[config.mk]
export PLATFORM = sky130hd
export DESIGN_NAME = alu_op_sequencer
export DESIGN_NICKNAME = d
export VERILOG_FILES = /design/src/rtl/alu_pkg.sv /design/src/rtl/alu_op_decode.sv /design/src/rtl/alu_op_sequencer.sv
export SDC_FILE = /design/constraint.sdc
export NUM_CORES = 1
export LEC_CHECK = 0
export CELL_PAD_IN_SITES_DETAIL_PLACEMENT = 1
export CELL_PAD_IN_SITES_GLOBAL_PLACEMENT = 2
export CORE_MARGIN = 8
export CORE_UTILIZATION = 25
export DETAILED_ROUTE_END_ITERATION = 8
export GPL_TIMING_DRIVEN = 0
export HOLD_SLACK_MARGIN = 0.05
export PLACE_DENSITY_LB_ADDON = 0.05
export SLEW_MARGIN = 20
export SYNTH_ARGS = -nofsm -noshare
export SYNTH_HDL_FRONTEND = slang
export SYNTH_SLANG_ARGS = --single-unit
export TNS_END_PERCENT = 50
[constraint.sdc]
create_clock -name clk -period 3.8 [get_ports clk]
set_input_delay 0.38 -clock clk [delete_from_list [all_inputs] [get_ports clk]]
set_output_delay 0.38 -clock clk [all_outputs]
set_load 0.02 [all_outputs]
[src/rtl/alu_pkg.sv]
// -----------------------------------------------------------------------------
// alu_pkg
// Shared definitions for the ALU operation sequencer:
//   - alu_op_e    : 4-bit ALU operation codes (zero-extended to OP_W on output;
//                   ALU_NOP is the exception and widens to all-ones)
//   - seq_state_e : sequencer FSM state encoding
//   - ALUOP_*     : main-decoder class encodings carried on ALUOp
// -----------------------------------------------------------------------------
package alu_pkg;

    typedef enum logic [3:0] {
        ALU_AND  = 4'b0000,
        ALU_SLT  = 4'b0001,   // SLT and SLTI
        ALU_OR   = 4'b0010,
        ALU_XOR  = 4'b0011,
        ALU_ADD  = 4'b0100,   // ADD, LW, SW, ADDI
        ALU_SLL  = 4'b0110,
        ALU_SRA  = 4'b0111,
        ALU_SUB  = 4'b1100,   // SUB and BEQ
        ALU_SUBI = 4'b1101,
        ALU_NOP  = 4'b1111    // widened to all-ones of the output width
    } alu_op_e;

    typedef enum logic {
        ST_IDLE = 1'b0,
        ST_RUN  = 1'b1
    } seq_state_e;

    localparam logic [1:0] ALUOP_MEM    = 2'b00;
    localparam logic [1:0] ALUOP_BRANCH = 2'b01;
    localparam logic [1:0] ALUOP_RFMT   = 2'b10;
    localparam logic [1:0] ALUOP_IFMT   = 2'b11;

endpackage

[src/rtl/alu_op_decode.sv]
// -----------------------------------------------------------------------------
// alu_op_decode
// Purely combinational ALU control decode.
// Ports:
//   ALUOp    in  2     main-decoder class (mem / branch / R-format / I-format)
//   Funct    in  2     function field
//   opcode   in  4     instruction opcode
//   code     out OP_W  ALU operation code (all-ones for NOP)
//   is_shift out 1     decoded operation uses the iterative shifter
//   illegal  out 1     encoding is undefined (code is NOP)
// -----------------------------------------------------------------------------
module alu_op_decode
    import alu_pkg::*;
#(
    parameter int OP_W     = 5,
    parameter int EN_SHIFT = 1
) (
    input  logic [1:0]      ALUOp,
    input  logic [1:0]      Funct,
    input  logic [3:0]      opcode,
    output logic [OP_W-1:0] code,
    output logic            is_shift,
    output logic            illegal
);

    alu_op_e op;

    always_comb begin
        // NOTE: every output of a combinational block gets a default first so
        // no path through the case statements can infer a latch.
        op       = ALU_NOP;
        is_shift = 1'b0;

        unique case (ALUOp)
            ALUOP_MEM:    op = ALU_ADD;
            ALUOP_BRANCH: op = ALU_SUB;
            ALUOP_RFMT: begin
                if (Funct == 2'b10) begin
                    op = ALU_XOR;                      // opcode is don't-care
                end else begin
                    unique case ({Funct, opcode})
                        6'b00_0000: op = ALU_AND;
                        6'b00_0001: op = ALU_ADD;
                        6'b01_0000: op = ALU_OR;
                        6'b01_0001: op = ALU_SUB;
                        default:    op = ALU_NOP;
                    endcase
                end
            end
            ALUOP_IFMT: begin
                unique case (opcode)
                    4'b1001: op = ALU_ADD;             // ADDI
                    4'b1010: op = ALU_SUBI;
                    4'b1011: op = ALU_SLT;             // SLTI
                    4'b0010: begin
                        // Shifts exist only when the shifter is built in.
                        if (EN_SHIFT != 0 && Funct == 2'b00) begin
                            op       = ALU_SLL;
                            is_shift = 1'b1;
                        end else if (EN_SHIFT != 0 && Funct == 2'b01) begin
                            op       = ALU_SRA;
                            is_shift = 1'b1;
                        end
                    end
                    default: op = ALU_NOP;
                endcase
            end
            default: op = ALU_NOP;
        endcase
    end

    assign illegal = (op == ALU_NOP);
    assign code    = illegal ? {OP_W{1'b1}} : OP_W'(op);

endmodule

[src/rtl/alu_op_sequencer.sv]
// -----------------------------------------------------------------------------
// alu_op_sequencer
// Accepts one ALU control request at a time, decodes it and registers the
// operation code. Non-shift requests complete one cycle after accept at full
// throughput; shift requests hold the block busy for shamt cycles while
// stepping an external one-bit-per-cycle shifter, then complete.
// Ports:
//   clk         in  1        clock, rising edge
//   reset       in  1        synchronous, active-high reset
//   in_valid    in  1        request present
//   in_ready    out 1        block can accept (IDLE only)
//   ALUOp       in  2        main-decoder class
//   Funct       in  2        function field
//   opcode      in  4        instruction opcode
//   shamt       in  SHAMT_W  shift amount
//   out_valid   out 1        one-cycle completion pulse
//   Operacioni  out OP_W     registered ALU operation code
//   shift_step  out 1        one-bit shift enable to the iterative shifter
//   illegal     out 1        one-cycle pulse with out_valid on bad encoding
//   busy        out 1        not in_ready
// -----------------------------------------------------------------------------
module alu_op_sequencer
    import alu_pkg::*;
#(
    parameter int OP_W     = 5,
    parameter int SHAMT_W  = 4,
    parameter int EN_SHIFT = 1
) (
    input  logic               clk,
    input  logic               reset,
    input  logic               in_valid,
    output logic               in_ready,
    input  logic [1:0]         ALUOp,
    input  logic [1:0]         Funct,
    input  logic [3:0]         opcode,
    input  logic [SHAMT_W-1:0] shamt,
    output logic               out_valid,
    output logic [OP_W-1:0]    Operacioni,
    output logic               shift_step,
    output logic               illegal,
    output logic               busy
);

    seq_state_e         state, state_nxt;
    logic [SHAMT_W-1:0] count;
    logic               done_q;      // non-shift completion, one cycle after accept
    logic               illegal_q;

    logic [OP_W-1:0]    dec_code;
    logic               dec_shift;
    logic               dec_illegal;
    logic               accept;

    alu_op_decode #(
        .OP_W     (OP_W),
        .EN_SHIFT (EN_SHIFT)
    ) u_decode (
        .ALUOp    (ALUOp),
        .Funct    (Funct),
        .opcode   (opcode),
        .code     (dec_code),
        .is_shift (dec_shift),
        .illegal  (dec_illegal)
    );

    assign accept = in_valid && in_ready;

    // State register.
    always_ff @(posedge clk) begin
        // NOTE: sequential state uses non-blocking assignments so every
        // register samples pre-edge values regardless of statement order.
        if (reset) state <= ST_IDLE;
        else       state <= state_nxt;
    end

    // Next-state logic.
    always_comb begin
        state_nxt = state;
        unique case (state)
            ST_IDLE: if (accept && dec_shift) state_nxt = ST_RUN;
            ST_RUN:  if (count == '0)         state_nxt = ST_IDLE;
            default: state_nxt = ST_IDLE;
        endcase
    end

    // Datapath registers. Reset wins over a same-cycle accept because the
    // accept branch sits under the else.
    always_ff @(posedge clk) begin
        if (reset) begin
            count      <= '0;
            Operacioni <= {OP_W{1'b1}};
            done_q     <= 1'b0;
            illegal_q  <= 1'b0;
        end else begin
            done_q    <= accept && !dec_shift;
            illegal_q <= accept && dec_illegal;
            if (accept) begin
                Operacioni <= dec_code;
            end
            if (accept && dec_shift) begin
                count <= shamt;
            end else if (state == ST_RUN && count != '0) begin
                count <= count - SHAMT_W'(1);
            end
        end
    end

    // Outputs. A shift completes in the RUN cycle where the counter has
    // drained, so shamt == 0 finishes one cycle after accept with no step.
    always_comb begin
        in_ready   = (state == ST_IDLE);
        busy       = !in_ready;
        shift_step = (state == ST_RUN) && (count != '0);
        out_valid  = done_q || ((state == ST_RUN) && (count == '0));
        illegal    = illegal_q;
    end

endmodule

==> metrics.md <==
| Metric | Value |
|---|---|
| Status | completed |
| Max Slew Vio Count | 0 |
| Worst-Skew Late Latency | 270 ps |
| Largest family of logic cells by synthesized area | compound AO/OA/AOI/OAI gates |
| Crit end category | output pin |
| Final setup TNS | 0 ps |
| Unique masters post-synth | 36 |
| Most common cell after layout, fill and taps aside | clkdlybuf4s50_1 |
| Cell area after synthesis | 681 um2 |
| Post-CTS setup buffers | 0 |
| Area share of the largest cell type after synthesis | 0.353 |
| M2 GR Usage | 0.166 |
| Post-DR vias/cell | 5.08 |
| Initial antenna violation count | 0 |
| Worst Path Class, Setup | flip-flop to output pin |
| Syn nets | 99 |
| Worst vdd ir | 0.155 mV |
| Vias in the first global route | 760 |
| Starting density of the core | 0.256 |
| Resized Gates After CTS | 0 |
| Clk pin slew, worst setup/hold paths | 80 ps |
| Total wire length | 2100 um |
| DRC errors left | 0 |
| Max_cap viols | 0 |
| Leak Pwr | 0.366 nW |
| Sequential area share after synthesis | 0.353 |
| WL/cell | 14.9 um |
| Slowest cell on the critical path | clkdlybuf4s50_1 |
| YS warnings | 0 |
| Met1 usage | 0.105 |
| Busiest grt layer | met2 |
| Share of cells above drive strength 1 | 0.0727 |
| DIE WIDTH | 68.2 um |
| Iteration-0 DRC Markers | 12 |
| Post-DP HPWL | 1730 um |
| Top_reg_cell synth | dfxtp_1 |
| Worst-Margin Slew | 491 ps |
| FMAX | 403 MHz |
| Post-route minimum period | 2480 ps |
| Detailed Routing Iterations Pass 1 | 2 |
| Top cells by area, synth | dfxtp_1, a21oi_1, inv_1 |
| Buf/Inv on CP | 3 |
| IO Pins | 25 |
| Number of flops mapped to enable cells by yosys | 0 |
| Pin count of the biggest net entering global routing | 11 |
| Post-route ant nets | 0 |
| Worst path cell trace | inv_1 -> ha_1 -> nor3b_1 -> nand2b_1 -> inv_1 -> clkdlybuf4s50_1 |
| Cell family with most CP delay | buffers and inverters |
| Crit Path Max Fanout | 5 |
| H-tree depth | 1 |
| CTS buffer count | 3 |
| Crit path launch type | flip-flop |
| Mapped Cells | 82 |
| Period utilisation layout | 0.653 |
| Total power divided by cell area | 294 nW/um2 |
| XOR/XNOR Fraction of Synth Area | 0.0129 |
| # port buffers | 24 |
| Final Skew | 1.27 ps |
| Avg Cell Area, Syn | 8.30 um2 |
| Most used cell, CP | inv_1 |
| Register bit total from synthesis | 12 |
| Final net count | 128 |
| Global route overflow | 0 |
| Root Buffer | clkbuf_4 |
| Row count | 19 |
| WP data required | 3420 ps |
| Sink Count | 12 |
| Clock tree buffer depth | 2 |
| Simple-gate portion of the synthesized area | 0.237 |
| Critical path arrival | 2100 ps |
| Area delta synth->final | 46.3% |
| Hold WS | 472 ps |
| Chip height | 68.2 um |
| Full die area | 4650 um2 |
| First-pass GRT wire length | 3410 um |
| HP Class | flip-flop to flip-flop |
| CTS tree | done |
| Largest area contributor in the netlist | dfxtp_1 |
| Total GRT Usage | 0.0949 |
| Ys async rst share | 0 |
| Relative slew margins | 0.673 |
| Core area | 2660 um2 |
| Via count | 716 |
| Multiplexer area fraction after synthesis | 0 |
| RSZ-0062 raised after global routing | no |
| GP Congestion | 0.688 |
| Synth Area in Adders | 0.0368 |
| Compound-gate portion of the synthesized area | 0.294 |
| Setup-failing EPs final | 0 |
| Antenna fix cells | 0 |
| Most frequent cells in the layout | clkdlybuf4s50_1, dfxtp_1, inv_1, nand2_1, a21oi_1 |
| CTS Hold Bufs | 0 |
| Met3 usage | 0.0327 |
| Critical Path Max Stage Delay | 620 ps |
| Final hold viol count | 0 |
==> synth_stat cells (2+ instances only) <==
cell type / instances
o31a_1: 2
nand2_1: 7
nand2b_1: 2
nand3_1: 2
a21oi_1: 7
nor4_1: 2
ha_1: 2
nor3_1: 4
a31oi_1: 2
nor2_1: 5
dfxtp_1: 12
inv_1: 7
o21ai_0: 3
nor2b_1: 2
clkbuf_1: 2
==> per-stage QoR <==
step                      power [mW]  cells  setup slack (ps)  utilization  cell area (um2)
final                          0.293    141              1320        0.374              996
after floorplan                0.160     82              1880            -              681
after global routing           0.311    141              1110        0.374              996
after detailed placement       0.194    137              1280        0.360              960
after global placement         0.194    137              1290        0.360              960
after CTS                      0.300    141              1270        0.374              996
==> final timing paths <==
check / start / cells past startpoint / to / slack [ps]
max: count[0] / 6 / shift_step / 1320
min: Operacioni[1] / 2 / Operacioni[1] / 470
max reg2reg: count[0] / 7 / count[0] / 2110
min reg2reg: Operacioni[1] / 2 / Operacioni[1] / 470
==> cell families after synthesis <==
| group | after synthesis |
|---|---|
| fa+ha+maj | 2 |
| flops | 12 |
| compound gates | 28 |
| xor+xnor | 1 |
| simple gates | 29 |
| buf+inv | 10 |
==> routing by layer <==
| layer | vias up | routed length [um] |
|---|---|---|
| met1 | 335 | 918 |
| li1 | 364 | - |
| met4 | 0 | 16 |
| met5 | - | 0 |
| met2 | 15 | 1040 |
| met3 | 2 | 126 |
==> worst reg2reg max path, stage by stage, from the launching register on <==
cell and delay [ps]:
dfxtp_1 350, inv_1 100, ha_1 140, nor3b_1 310, nand2b_1 270, inv_1 110
xnor2_1 130, a211oi_1 210
==> state kept, by name, summed over array words and instances (netlist names) <==
register	flops
busy	1
done_q	1
Operacioni	5
count	4
illegal	1
==> final cells by class <==
cell class | count | area, um2
inverter | 7 | 26.3
clock buffer | 4 | 36.3
buffer | 3 | 18.8
timing repair buffer | 24 | 240
multi-input combinational | 60 | 395
tap | 31 | 38.8
sequential | 12 | 240
fill | 337 | 1670
==> power breakdown <==
group          internal [mW]  total, mW  switching, mW  leakage (nW)
registers              0.131      0.133        0.00234        0.0984
logic                 0.0299     0.0574         0.0275         0.247
clock network         0.0582      0.103         0.0448        0.0210
Power figures use the tool's default switching activity.
